<file path="src/rtl/reg32_pkg.sv">
// rtl/reg32_pkg.sv - shared types and widths for the Reg32 serializer slice
//
// Contents:
//   REG32_W     : data word width (32)
//   CNT_W       : bit counter width (5)
//   ser_state_t : serializer FSM states (PARITY is only entered when
//                 REG32_SERIALIZER_PARITY_EN is defined)
package reg32_pkg;

    localparam int REG32_W = 32;
    localparam int CNT_W   = 5;

    typedef enum logic [1:0] {
        IDLE   = 2'd0,
        SHIFT  = 2'd1,
        PARITY = 2'd2,
        DONE   = 2'd3
    } ser_state_t;

endpackage

</file>
<file path="src/rtl/reg32_serializer_if.sv">
// rtl/reg32_serializer_if.sv - word-in / bit-out bundle of the serializer
//
// Signals:
//   din        : word to transmit (source -> serializer)
//   din_valid  : source presents din
//   din_ready  : serializer can accept a word this cycle
//   sout       : serial data bit
//   sout_valid : sout carries a data or parity bit
//   done       : one-cycle pulse after the last bit of a frame
// Modports:
//   master : word source / serial consumer side (testbench, datapath)
//   slave  : serializer side
interface reg32_serializer_if;
    import reg32_pkg::*;

    logic [REG32_W-1:0] din;
    logic               din_valid;
    logic               din_ready;
    logic               sout;
    logic               sout_valid;
    logic               done;

    modport master (
        output din, din_valid,
        input  din_ready, sout, sout_valid, done
    );

    modport slave (
        input  din, din_valid,
        output din_ready, sout, sout_valid, done
    );

endinterface

</file>
<file path="src/rtl/Reg32.sv">
// rtl/Reg32.sv - 32-bit parallel-load register used as the capture stage
//
// Ports:
//   clk  : clock, rising edge
//   rst  : synchronous active-high reset, clears the register
//   en   : load enable, din is captured when high
//   din  : parallel input word
//   dout : registered output word
module Reg32
    import reg32_pkg::*;
(
    input  logic               clk,
    input  logic               rst,
    input  logic               en,
    input  logic [REG32_W-1:0] din,
    output logic [REG32_W-1:0] dout
);

    logic [REG32_W-1:0] r_q;

    always_ff @(posedge clk) begin
        if (rst) begin
            r_q <= '0;
        end else if (en) begin
            r_q <= din;
        end
    end

    assign dout = r_q;

endmodule

</file>
<file path="src/rtl/reg32_serializer.sv">
// rtl/reg32_serializer.sv - captures one 32-bit word and shifts it out bit-serially
//
// Optional feature macro: REG32_SERIALIZER_PARITY_EN
//   defined   : one even-parity bit follows the 32 data bits
//   undefined : DONE follows the last data bit, no parity logic
//
// Parameters:
//   MSB_FIRST  : 1 sends bit 31 first, 0 sends bit 0 first
//   IDLE_LEVEL : level on sout while no bit is valid
// Ports:
//   clk : clock, rising edge
//   rst : synchronous active-high reset, aborts any frame without done
//   en  : global advance enable, all state holds while low
//   bus : reg32_serializer_if slave (din/din_valid/din_ready in,
//         sout/sout_valid/done out)
module reg32_serializer
    import reg32_pkg::*;
#(
    parameter bit MSB_FIRST  = 1'b1,
    parameter bit IDLE_LEVEL = 1'b0
)
(
    input  logic                clk,
    input  logic                rst,
    input  logic                en,
    reg32_serializer_if.slave   bus
);

    localparam logic [CNT_W-1:0] LAST_BIT = CNT_W'(REG32_W - 1);

    ser_state_t         r_state;
    logic [CNT_W-1:0]   r_cnt;
    logic               r_sout;
    logic               r_sout_valid;
    logic               r_done;

    ser_state_t         w_state_next;
    logic [CNT_W-1:0]   w_cnt_next;
    logic               w_sout_next;
    logic               w_sout_valid_next;
    logic               w_done_next;

    logic               w_din_ready;
    logic               w_accept;
    logic [REG32_W-1:0] w_dout;
    logic [REG32_W-1:0] w_word_next;
    logic [CNT_W-1:0]   w_idx_next;

    assign w_din_ready   = (r_state == IDLE) && en;
    assign w_accept      = bus.din_valid && w_din_ready;
    assign bus.din_ready = w_din_ready;

    Reg32 u_capture (
        .clk  (clk),
        .rst  (rst),
        .en   (w_accept),
        .din  (bus.din),
        .dout (w_dout)
    );

    // Outputs are registered, so the bit shown after an edge is computed
    // from the word the capture register holds after that same edge: on
    // the accept edge that is din itself, otherwise the stable dout.
    assign w_word_next = w_accept ? bus.din : w_dout;
    assign w_idx_next  = MSB_FIRST ? (LAST_BIT - w_cnt_next) : w_cnt_next;

    // State register together with the registered outputs.
    always_ff @(posedge clk) begin
        if (rst) begin
            r_state      <= IDLE;
            r_cnt        <= '0;
            r_sout       <= IDLE_LEVEL;
            r_sout_valid <= 1'b0;
            r_done       <= 1'b0;
        end else if (en) begin
            r_state      <= w_state_next;
            r_cnt        <= w_cnt_next;
            r_sout       <= w_sout_next;
            r_sout_valid <= w_sout_valid_next;
            r_done       <= w_done_next;
        end
    end

    // Next-state and counter.
    always_comb begin
        w_state_next = r_state;
        w_cnt_next   = r_cnt;
        case (r_state)
            IDLE: begin
                if (w_accept) begin
                    w_state_next = SHIFT;
                    w_cnt_next   = '0;
                end
            end
            SHIFT: begin
                // Wraps 31 -> 0 on the last data bit.
                w_cnt_next = r_cnt + 1'b1;
                if (r_cnt == LAST_BIT) begin
`ifdef REG32_SERIALIZER_PARITY_EN
                    w_state_next = PARITY;
`else
                    w_state_next = DONE;
`endif
                end
            end
`ifdef REG32_SERIALIZER_PARITY_EN
            PARITY: begin
                w_state_next = DONE;
            end
`endif
            DONE: begin
                w_state_next = IDLE;
            end
            default: begin
                w_state_next = IDLE;
            end
        endcase
    end

    // Output values for the state being entered.
    always_comb begin
        w_sout_next       = IDLE_LEVEL;
        w_sout_valid_next = 1'b0;
        w_done_next       = 1'b0;
        case (w_state_next)
            SHIFT: begin
                w_sout_next       = w_word_next[w_idx_next];
                w_sout_valid_next = 1'b1;
            end
`ifdef REG32_SERIALIZER_PARITY_EN
            PARITY: begin
                w_sout_next       = ^w_word_next;
                w_sout_valid_next = 1'b1;
            end
`endif
            DONE: begin
                w_done_next = 1'b1;
            end
            default: begin
            end
        endcase
    end

    assign bus.sout       = r_sout;
    assign bus.sout_valid = r_sout_valid;
    assign bus.done       = r_done;

endmodule

</file>
<file path="src/flat_wrapper.sv">
// flat-port wrapper written by rule: the top's interface ports become plain ports
module reg32_serializer_flat import reg32_pkg::*;
#(
    parameter bit MSB_FIRST  = 1'b1,
    parameter bit IDLE_LEVEL = 1'b0
)
  (clk, rst, en, bus_din, bus_din_valid, bus_din_ready, bus_sout, bus_sout_valid, bus_done);
  reg32_serializer_if bus_i ();
  input  logic clk;
  input  logic rst;
  input  logic en;
  input wire logic [$bits(bus_i.din)-1:0] bus_din;
  input wire logic [$bits(bus_i.din_valid)-1:0] bus_din_valid;
  output wire logic [$bits(bus_i.din_ready)-1:0] bus_din_ready;
  output wire logic [$bits(bus_i.sout)-1:0] bus_sout;
  output wire logic [$bits(bus_i.sout_valid)-1:0] bus_sout_valid;
  output wire logic [$bits(bus_i.done)-1:0] bus_done;
  assign bus_i.din = bus_din;
  assign bus_i.din_valid = bus_din_valid;
  assign bus_din_ready = bus_i.din_ready;
  assign bus_sout = bus_i.sout;
  assign bus_sout_valid = bus_i.sout_valid;
  assign bus_done = bus_i.done;
  reg32_serializer #(.MSB_FIRST(MSB_FIRST), .IDLE_LEVEL(IDLE_LEVEL)) u_core (.clk(clk), .rst(rst), .en(en), .bus(bus_i));
endmodule
</file>
<file path="config.mk">
export PLATFORM = sky130hd
export DESIGN_NAME = reg32_serializer_flat
export DESIGN_NICKNAME = d
export VERILOG_FILES = /design/src/rtl/reg32_pkg.sv /design/src/rtl/reg32_serializer_if.sv /design/src/rtl/Reg32.sv /design/src/rtl/reg32_serializer.sv /design/src/flat_wrapper.sv
export SDC_FILE = /design/constraint.sdc
export NUM_CORES = 1
export LEC_CHECK = 0
export BUFFER_PORTS_ARGS = -buffer_cell sky130_fd_sc_hd__buf_2
export CORE_MARGIN = 10
export CORE_UTILIZATION = 30
export CTS_BUF_LIST = sky130_fd_sc_hd__clkbuf_16
export DETAILED_ROUTE_END_ITERATION = 8
export PLACE_DENSITY = 0.54
export SYNTH_ARGS = -nofsm -noshare
export SYNTH_HDL_FRONTEND = slang
export SYNTH_SLANG_ARGS = --single-unit
</file>
<file path="constraint.sdc">
create_clock -name clk -period 2.8 [get_ports clk]
set_input_delay 0 -clock clk [delete_from_list [all_inputs] [get_ports clk]]
set_output_delay 0 -clock clk [all_outputs]
set_load 0.03 [all_outputs]
</file>
-- Word-level counts from Yosys, hierarchy flattened
Index checks and enable logic that the tools add are counted.
Widths: inputs -> output; s select.
- output and inout port bits: 4
- word-level logic and storage cells: 27
- register bits: 42
- input bits: 36
- order comparisons: 1
- add/subtract/negate cells: 2
- mux-type cells: 11
- reductions and logical operators: 3
- equality and inequality tests: 4
- operator list (kind ; count):
    $mux 32 ; 1
    $pmux 5 s2 ; 1
    $lt 5x6->1 const B ; 1
    $add 5x1->5 const B ; 1
    $bmux 1 s5 ; 1
    $eq 5x5->1 const B ; 1
    $mux 5 ; 1
    $sub 5x5->5 const A ; 1
    $eq 2x1->1 const B ; 2
    $mux 1 ; 4
    $mux 2 ; 2
    $pmux 2 s2 ; 1
    $eq 2x2->1 const B ; 1
    $logic_and 1x1->1 ; 2
    $logic_not 2->1 ; 1

-- Longest topological paths before layout
Gate-level depths: netlist (run 1).
- depth after elaboration: 9
- depth in mapped cells: 9
- mapped depth without buffers: 9

-- Hierarchy
Synthesis (run 1) repeated with hierarchy kept, for this count alone.
- cells, all modules: 247
- area total of the unflattened synthesis: 2314.7 µm²
- modules (own cells, without submodules) (module ; area an instance (µm²) ; cells each ; instances ; seq. area each (µm²)):
    Reg32 ; 1163.6 ; 103 ; 1 ; 640.6
    reg32_serializer ; 1151.1 ; 144 ; 1 ; 200.2

-- Worst setup path before layout (run 1)
OpenSTA, ideal clock, no wires.
- path type: flip-flop to flip-flop
- from: register u_core.r_cnt[1]
- to: register u_core.r_sout (netlist: u_core.bus.sout)
- buffers on the path: 0
- data required time: 2725 ps
- arrival: 1891 ps
- setup time: 75 ps
- stages on the path, launching flop included: 10
- clock period less this slack: 1966 ps
- slack: 834 ps
- cells stage by stage: dfxtp_1 -> ha_1 -> and3_1 -> ha_1 -> nand2_1 -> nor4_1 -> o211a_1 -> o21ai_0 -> a41o_1 -> o22ai_1
- longest elaborated chain between the ends: 6
- RTL lines (element ; line ; RTL):
    start, declared ; reg32_serializer.sv:32 ; logic [CNT_W-1:0] r_cnt;
    start signal, assigned ; reg32_serializer.sv:77 ; r_cnt <= w_cnt_next;
    $add 5x1->5 or $mux 5 (tied branches) ; reg32_serializer.sv:97, reg32_serializer.sv:90 ;
    $pmux 5 s2 ; reg32_serializer.sv:88 ; case (r_state)
    $sub 5x5->5 ; reg32_serializer.sv:65 ; assign w_idx_next = MSB_FIRST ? (LAST_BIT - w_cnt_next) : w_cnt_next;
    $bmux 1 s5 ; reg32_serializer.sv:127 ; w_sout_next = w_word_next[w_idx_next];
    $mux 1 (implied by the code) ; reg32_serializer.sv:127 ;
    $mux 1 (*) ; reg32_serializer.sv:125 ; case (w_state_next)
    end signal, assigned ; reg32_serializer.sv:78 ; r_sout <= w_sout_next;
    end, declared ; reg32_serializer.sv:33 ; logic r_sout;
Every way passes the cells marked *; elsewhere a longest branch is shown, timed or not. The select of a mux whose other input is x is not followed.
A chain may end at the register's enable or synchronous reset.

-- Final worst setup path (run 1)
- from: register u_core.r_cnt[0]
- to: register u_core.r_sout (netlist: u_core.bus.sout)
The elaborated chain is that of the path after synthesis.

==> results of run 1 <==
==> through the flow <==
stage                     cell area [sq um]  cells  worst slack (ns)  hold slack (ns)    util
final                                  2861    427            0.4072           0.1589  0.4166
after global routing                   2861    427            0.1324           0.2066  0.4166
after CTS                              2861    427            0.4754           0.1529  0.4166
after detailed placement               2404    387            0.4981           0.2454  0.3499
after global placement                 2404    387            0.5649           0.2427  0.3499
after floorplan                        2153    269            0.8341           0.1360       -
==> metal layers <==
layer,wire [um],GRT usage,vias to the layer above
met4,116,0.04902,0
li1,-,-,1081
met3,324,0.03010,12
met2,2865,0.1784,65
met1,2785,0.1418,970
met5,0,0,-
==> power groups by stage <==
stage | clock [uW] | sequential [uW] | combinational [uW]
CTS | 556 | 648 | 243
global route | 582 | 651 | 270
floorplan | 0 | 654 | 149
detailed placement | 0 | 661 | 209
global placement | 0 | 661 | 208
finish | 545 | 648 | 242
==> state kept, by name, summed over array words and instances, names as in the netlist <==
name / cells
u_core.bus.done: 1
u_core.bus.sout: 1
u_core.bus.sout_valid: 1
u_core.r_cnt: 5
u_core.r_state: 2
u_core.u_capture.dout: 32
==> cells in the final DEF, fill, tap and decap left out, types with 2 or more instances in the layout <==
| master | synthesis | final |
|---|---|---|
| buf_2 | 3 | 39 |
| inv_1 | 1 | 2 |
| o21ai_0 | 6 | 6 |
| nand2b_1 | 7 | 7 |
| o221ai_1 | 2 | 2 |
| nor2b_1 | 2 | 2 |
| o221a_2 | 3 | 3 |
| buf_4 | 0 | 5 |
| or2_2 | 2 | 2 |
| o22ai_1 | 2 | 2 |
| dlygate4sd3_1 | 0 | 32 |
| clkbuf_16 | 0 | 5 |
| o2111ai_1 | 3 | 3 |
| dfxtp_1 | 42 | 42 |
| and3_1 | 2 | 2 |
| a21o_1 | 2 | 2 |
| nand2_1 | 71 | 71 |
| a21oi_1 | 38 | 38 |
| o2111a_1 | 2 | 2 |
| a21boi_0 | 3 | 3 |
| a211oi_1 | 6 | 6 |
| a2111oi_0 | 3 | 3 |
| ha_1 | 2 | 2 |
| a221oi_1 | 4 | 4 |
| mux2i_1 | 10 | 10 |
| nor2_1 | 10 | 10 |
| nor4_1 | 4 | 4 |
==> worst paths after layout <==
check,startpoint,endpoint,cells after the start,slack [ns]
min reg2reg,u_core.u_capture.dout[6],u_core.u_capture.dout[6],2,0.45
max reg2reg,u_core.r_cnt[0],u_core.bus.sout,9,0.41
max,u_core.r_cnt[0],u_core.bus.sout,9,0.41
min,en,u_core.r_cnt[2],3,0.16
==> critical path, cell delays in order, from the launching register on <==
cell,delay (ns)
dfxtp_1,0.42
ha_1,0.26
and3_1,0.18
ha_1,0.29
nand2_1,0.05
nor4_1,0.41
o211a_1,0.22
o21ai_0,0.09
a41o_1,0.26
o22ai_1,0.13
==> area by class of cell <==
class	instances	area [sq um]	area share
multi-input combinational	203	1202	0.4202
sequential	42	840.8	0.2938
clock buffer	5	125.1	0.04373
clock inverter	3	12.51	0.004373
timing repair buffer	76	553.0	0.1933
tap	96	120.1	0.04198
inverter	2	7.507	0.002624
==> cells in the mapped netlist (all sizes together) (3+ instances only) <==
cell type / instances / share of area
nor2: 10 / 0.017
a2111oi: 4 / 0.019
o2111ai: 3 / 0.012
a21oi: 38 / 0.088
a211oi: 6 / 0.021
nor2b: 3 / 0.0099
nand2b: 7 / 0.020
o21ai: 6 / 0.014
mux2i: 10 / 0.046
clkbuf: 12 / 0.021
a221oi: 4 / 0.016
nand2: 71 / 0.12
buf: 10 / 0.030
dfxtp: 42 / 0.39
a21boi: 3 / 0.010
nor4: 4 / 0.012
o221a: 3 / 0.016
==> cells by family (layout without fill, tap and decap cells) <==
group / count (synthesis) / count (layout)
AND/OR/NAND/NOR: 108 / 108
XOR/XNOR: 1 / 1
multiplexers: 11 / 11
AO/OA/AOI/OAI: 81 / 81
flip-flops: 42 / 42
adder cells (fa/ha/maj): 2 / 2
buffers and inverters: 24 / 86
==> repair_timing <==
| item | 4_1_cts | 5_1_grt |
|---|---|---|
| hold buffers | 32 | 0 |
| hold endpoints to repair | 32 | 0 |
| setup endpoints to repair | 0 | 0 |
==> run metrics, run 1 <==
DRT iter0 DRCs=132; sw frac=0.2600; DR pass1 iterations=4; Setup Skew=0.004582 ns; die height=104.7 um; Max Freq=417.9 MHz; Worst setup EP type=flop; Synth cell types=47; CTS resizes=0; initial antenna violation count=0; Setup Fix Bufs, Post-CTS=0; pwr dens=501.2 mW/mm^2; Worst Hold Class=in -> reg; post-synthesis sequential area ratio=0.3905; clock buffer depth=2; Tmin final=approximately 2.4 ns; Syn Nets=307; Synth Area per Inst=8.005 sq um; combinational fraction of design power=0.169; Power, Total=1434 uW; CP max FO=12; row cnt=30; Pleak=0.001122 uW; routed len/inst=14.27 um; post-synthesis compound-gate area fraction=0.2603; clock tree sinks=42; Starting Density=0.3135; Remaining DRCs=0; CTS tree=yes; dpl hpwl=between 4000 and 5000 um; Mapped Area=about 0.0022 sq mm; cells after synthesis=269; synthesized flop and latch total=between 40 and 50; max-slew violation count=0; Reg power frac=0.452; global-route wire length before repair=10470 um; Die W=104.7 um; Critical Path RT=around 3.0 ns; Post-Route WL=6093 um; Crit Path Category=reg -> reg; largest net degree at the start of global routing=between 40 and 50; Diodes inserted=0; Max Cap Viol=0; Tot GR Track Use=0.1133; internal power=1061 uW; H-tree Lvls=2; Slew headroom=0.4848; final setup TNS=0 ns; Arrival @ worst endpoint=2.60 ns; Clk Latency, worst-skew pair=0.28 ns; Layout Nets=~370; Finish-stage setup viols=0; clock slew at the register clock pins of the worst setup and hold paths=0.05 ns; fillers=711; vias in the first global route=2146; share of cells above drive strength 1=0.1843; clock network power share=0.380; Die ar.=0.01097 sq mm; setup repair after global routing missed its margin=false; aggregate global routing overflow=0; outcome=finished clean; Primary FF master, synth=dfxtp_1; Area Growth Syn to Fin=32.89%; post-synthesis mux area share=0.05171; Post-synth EDFFs=0; Via density=4.984; Post-Synth Simple-Gate Area=0.2278; number of buffers created by CTS=5; core area=0.006869 sq mm; switching power total=372.9 uW; VDD IR-drop max=~280 uV; Vias=2128; Post-synth ARST share=0; I/O pin total=40; post-synthesis xor/xnor area fraction=0.004067; YS warnings=0; PortBufs=39; Detail Route Antenna Nets=0; largest family of logic cells by synthesized area=compound AO/OA/AOI/OAI gates; post-synthesis adder-cell area fraction=0.01162; Final Hold Vio Count=0; Root Driver=clkbuf_16; crit share post-route=0.8546; Placer Congestion=0.9044; CP startpoint kind=flop; Worst-Margin Slew=0.7727 ns
(Power assumes the default switching activity.)
==> run 2, diff against run 1 <==
--- a/config.mk
+++ b/config.mk
@@ -11,5 +11,5 @@
 export CTS_BUF_LIST = sky130_fd_sc_hd__clkbuf_16
 export DETAILED_ROUTE_END_ITERATION = 8
-export PLACE_DENSITY = 0.54
+export PLACE_DENSITY = 0.52
 export SYNTH_ARGS = -nofsm -noshare
 export SYNTH_HDL_FRONTEND = slang
==> constraint.sdc (replaced) <==
create_clock -name clk -period 2.8 [get_ports clk]
set_input_delay 0.14 -clock clk [delete_from_list [all_inputs] [get_ports clk]]
set_output_delay 0.14 -clock clk [all_outputs]
set_load 0.03 [all_outputs]
==> run 2 against run 1 <==
  * Power increased by 12%
  * Wire length increased by 1.2%
  * Clock skew decreased by 0.0011 ns
  * Critical path depth decreased by 3
  * Clock-buffer cell count unchanged
  * Global-route usage decreased by 0.23 points
  * Largest power group is now the clock network
  * Highest routed layer unchanged
==> run metrics, run 2 (same netlist as run 1, synthesis figures left out) <==
Setup Fix Bufs, Post-CTS=0; Remaining DRCs=0; DRT iter0 DRCs=94; sequential cell area=840.8 sq um; Multi-input gate area=0.001202 sq mm; clock buffer depth=2; Hold WS=roughly 0.084 ns; clock tree sinks=42; Placer Congestion=0.8758; outcome=finished clean; Tot GR Track Use=0.1110; Die ar.=between 0.01 and 0.015 sq mm; Vias=2049; dpl hpwl=around 4400 um; Post-Route WL=6166 um; final setup TNS=0 ns; hold buffers post-CTS=0; CTS tree=yes; H-tree Lvls=2; max-slew violation count=0; Layout Nets=336; Finish-stage setup viols=0; Starting Density=0.3135; Final Hold Vio Count=0; initial antenna violation count=0; commonest non-fill, non-tap cell in the layout=nand2_1; vias in the first global route=~2100; CTS resizes=0; Worst-Margin Slew=0.8074 ns; Max Freq=403.7 MHz; Detail Route Antenna Nets=0; most frequent cells in the layout=nand2_1 (71), dfxtp_1 (42), buf_2 (39); Diodes inserted=0; fillers=a little over 700; share of cells above drive strength 1=0.2074; core area=0.006869 sq mm; Slew headroom=0.4617; VDD IR-drop max=about 260 uV; Critical Path RT=around 3.0 ns; largest net degree at the start of global routing=45; CP startpoint kind=flop; crit share post-route=0.8848; clock slew at the register clock pins of the worst setup and hold paths=0.06 ns; die height=104.7 um; Setup Skew=0.003447 ns; global-route wire length before repair=10250 um; Root Driver=clkbuf_16; max reg flops=32; Tmin final=roughly 2.5 ns; Crit Path Category=reg -> reg; Arrival @ worst endpoint=2.69 ns; Die W=approximately 100 um; setup repair after global routing missed its margin=false; pwr dens=617.6 mW/mm^2; Worst setup EP type=flop; CP max FO=13; DR pass1 iterations=4; Pleak=0.001009 uW; aggregate global routing overflow=0; PortBufs=39; Clk Latency, worst-skew pair=0.29 ns; I/O pin total=40; number of buffers created by CTS=5; Via density=roughly 5.2; row cnt=30; routed len/inst=15.61 um; Max Cap Viol=0; Area Growth Syn to Fin=20.40%; Worst Hold Class=in -> reg
## run 2: changes by cell type in the layout (fill, tap and decap cells not counted)
| cell | before | now |
|---|---|---|
| bufinv_16 | 0 | 2 |
| dlygate4sd3_1 | 32 | 0 |
| inv_1 | 2 | 1 |
| clkinv_2 | 1 | 0 |
## run 2: final timing paths
check / slack (ns) / cells after the start / start / endpoint
worst max register to register: 0.32 / 6 / u_core.r_state[0] / u_core.bus.sout
worst max-delay path: 0.32 / 6 / u_core.r_state[0] / u_core.bus.sout
worst min register to register: 0.45 / 2 / u_core.u_capture.dout[25] / u_core.u_capture.dout[25]
worst min-delay path: 0.08 / 3 / bus_din[5] / u_core.u_capture.dout[5]
## run 2: worst max-delay path, cell delays in order (launching register included)
cell and delay (ns):
dfxtp_1 0.58, nor2b_2 0.41, mux2i_1 0.44, nor2_1 0.19, a2111oi_0 0.56, nor4_1 0.11, o22ai_1 0.12
## run 2: metal layers
layer	wire, um	GRT usage	part of all wire	vias to the layer above
met5	0	0	0	-
met4	73	0.02647	0.012	0
met3	289	0.03440	0.047	8
met2	2709	0.1690	0.44	55
met1	3094	0.1485	0.50	960
li1	-	-	-	1026
## run 2: per-stage QoR
stage / power (uW) / setup WS, ns / std cells / utilization / instance area (sq um)
global route: 1664 / 0.1714 / 395 / 0.3774 / 2592
CTS: 1609 / 0.3791 / 395 / 0.3774 / 2592
detailed placement: 870.0 / 0.3897 / 387 / 0.3499 / 2404
finish: 1601 / 0.3227 / 395 / 0.3774 / 2592
floorplan: 803.0 / 0.8341 / 269 / - / 2153
global placement: 869.6 / 0.3448 / 387 / 0.3499 / 2404
## run 2: layout make-up
cell class	count	area share
Timing Repair Buffer	44	0.08977
Clock buffer	5	0.04826
Tap cell	96	0.04633
Multi-Input combinational cell	203	0.4638
Clock inverter	3	0.02461
Inverter	2	0.002896
Sequential cell	42	0.3243
## run 2: report_power, final
group / internal [uW] / switching (uW)
Sequential: 625 / 20.5
Combinational: 84.6 / 127
Clock: 508 / 236
Total: 1220 / 383
==> run 3, diff against run 2 <==
Settings changed: RECOVER_POWER set to 100.
==> run 3 against run 2 <==
  * Final area down 0.43%
  * Setup slack gained 0.033 ns
  * Via count decreased by 0.29%
  * Cell count did not move
  * Sequential cell count is the same
  * Largest power group unchanged
==> run metrics, run 3 (same netlist as run 1, synthesis figures left out) <==
outcome=finished clean; I/O pin total=40; number of buffers created by CTS=5; Worst path slowest cell=nor4_1; Clk Latency, worst-skew pair=0.29 ns; Place WS=0.3897 ns; DR pass1 iterations=4; aggregate global routing overflow=0; Crit path buffers/inverters=0; Setup Fix Bufs, Post-CTS=0; die height=approximately 100 um; CTS tree=yes; largest net degree at the start of global routing=45; Power, Total=1599 uW; Finish-stage setup viols=0; VDD IR-drop max=258.2 uV; PnR worst setup slack=0.3558 ns; global-route wire length before repair=10250 um; clock buffer depth=2; Via density=5.172; Area Growth Syn to Fin=19.87%; hold buffers post-CTS=0; final setup TNS=0 ns; Slew headroom=0.4602; PortBufs=39; routed len/inst=15.64 um; max-slew violation count=0; FF-to-FF setup slack=0.36 ns; Layout Nets=~340; Placer Congestion=slightly below 0.9; Diodes inserted=0; core area=0.006869 sq mm; max reg flops=32; CP Capture Point=u_core.bus.sout; Crit Path Category=reg -> reg; clock tree sinks=42; crit path from=u_core.r_cnt[1]; Arrival @ worst endpoint=2.66 ns; Starting Density=0.3135; largest stage delay on the critical path=about 0.50 ns; initial antenna violation count=0; commonest non-fill, non-tap cell in the layout=nand2_1; vias in the first global route=2083; Root Driver=clkbuf_16; Worst Hold Class=in -> reg; Reg2Reg Depth=9; most frequent cells in the layout=nand2_1 (71), dfxtp_1 (42), a21oi_1 (38); CTS resizes=0; Vias=~2000; Critical Path RT=3.02 ns; share of cells above drive strength 1=0.1906; cells along the critical path=ha_1, and3_1, ha_1, nand2_1, nor4_1, o211a_1, o21ai_0, a41o_1, o22ai_1; Tot GR Track Use=0.1110; DRT iter0 DRCs=103; row cnt=30; Final Hold Vio Count=0; H-tree Lvls=2; pwr dens=619.6 mW/mm^2; Die ar.=0.01097 sq mm; Crit path max-delay family=simple AND/OR/NAND/NOR gates; Tmin final=approximately 2.4 ns; Post-Route WL=between 6000 and 7000 um; CP max FO=7; Post-Route Utilization=0.3758; Pleak=a little under 0.001 uW; dpl hpwl=between 4000 and 5000 um; Max Cap Viol=0; Die W=around 100 um; critical path depth=9; Worst setup EP type=flop; Reg-to-Reg End=u_core.bus.sout; CP startpoint kind=flop; worst r2r src=u_core.r_cnt[1]; Max Freq=between 400 and 500 MHz; Worst-Margin Slew=0.8096 ns; Hold WS=0.08335 ns; Detail Route Antenna Nets=0; clock slew at the register clock pins of the worst setup and hold paths=0.06 ns; Remaining DRCs=0; most frequent cell on the critical path=ha_1; crit share post-route=0.8729; Setup Skew=0.003954 ns; setup repair after global routing missed its margin=false
-- run 3: cell types whose count changed in the layout (fill, tap and decap cells not counted), sizes merged --
cell / previous run / this run
buf: 44 / 38
clkbuf: 5 / 11
-- run 3: worst min path at each step --
| stage | startpoint | depth (start not counted) | end |
|---|---|---|---|
| after floorplan | bus_din[11] | 2 | u_core.u_capture.dout[11] |
| after global routing | bus_din[24] | 3 | u_core.u_capture.dout[24] |
| after detailed placement | bus_din[25] | 3 | u_core.u_capture.dout[25] |
| after CTS | bus_din[25] | 3 | u_core.u_capture.dout[25] |
| after global placement | bus_din[20] | 3 | u_core.u_capture.dout[20] |
| final | bus_din[5] | 3 | u_core.u_capture.dout[5] |
-- run 3: through the flow --
stage / instances / area (sq um)
finish: 395 / 2581
global route: 395 / 2581
CTS: 395 / 2592
detailed placement: 387 / 2404
global placement: 387 / 2404
floorplan: 269 / 2153
-- run 3: final cells by class --
class | instances | area (sq um)
fillers | 730 | 4288
clock buffers | 5 | 125.1
flip-flops and latches | 42 | 840.8
repair buffers | 44 | 221.5
clock inverters | 3 | 63.81
well taps | 96 | 120.1
multi-input cells | 203 | 1202
inverters | 2 | 7.507
-- run 3: per-layer routing --
| layer | track usage | routed length, um | share of wire |
|---|---|---|---|
| met5 | 0 | 0 | 0 |
| met4 | 0.02647 | 41 | 0.0066 |
| met1 | 0.1485 | 3084 | 0.50 |
| met3 | 0.03440 | 312 | 0.051 |
| met2 | 0.1690 | 2738 | 0.44 |
-- run 3: report_power, final --
group | total (uW) | internal (uW) | leakage (uW) | switching, uW
combinational | 209 | 82.6 | 0.000554 | 127
clock | 744 | 508 | 0.0000915 | 236
sequential | 646 | 625 | 0.000343 | 20.5
-- run 3: worst register-to-register path, delay by kind of cell, from the launching register on --
family,cells,cell delay (ns)
AOI/OAI and AO/OA,4,0.74
adders and majority gates,2,0.51
DFF,1,0.37
and+or+nand+nor,3,0.74
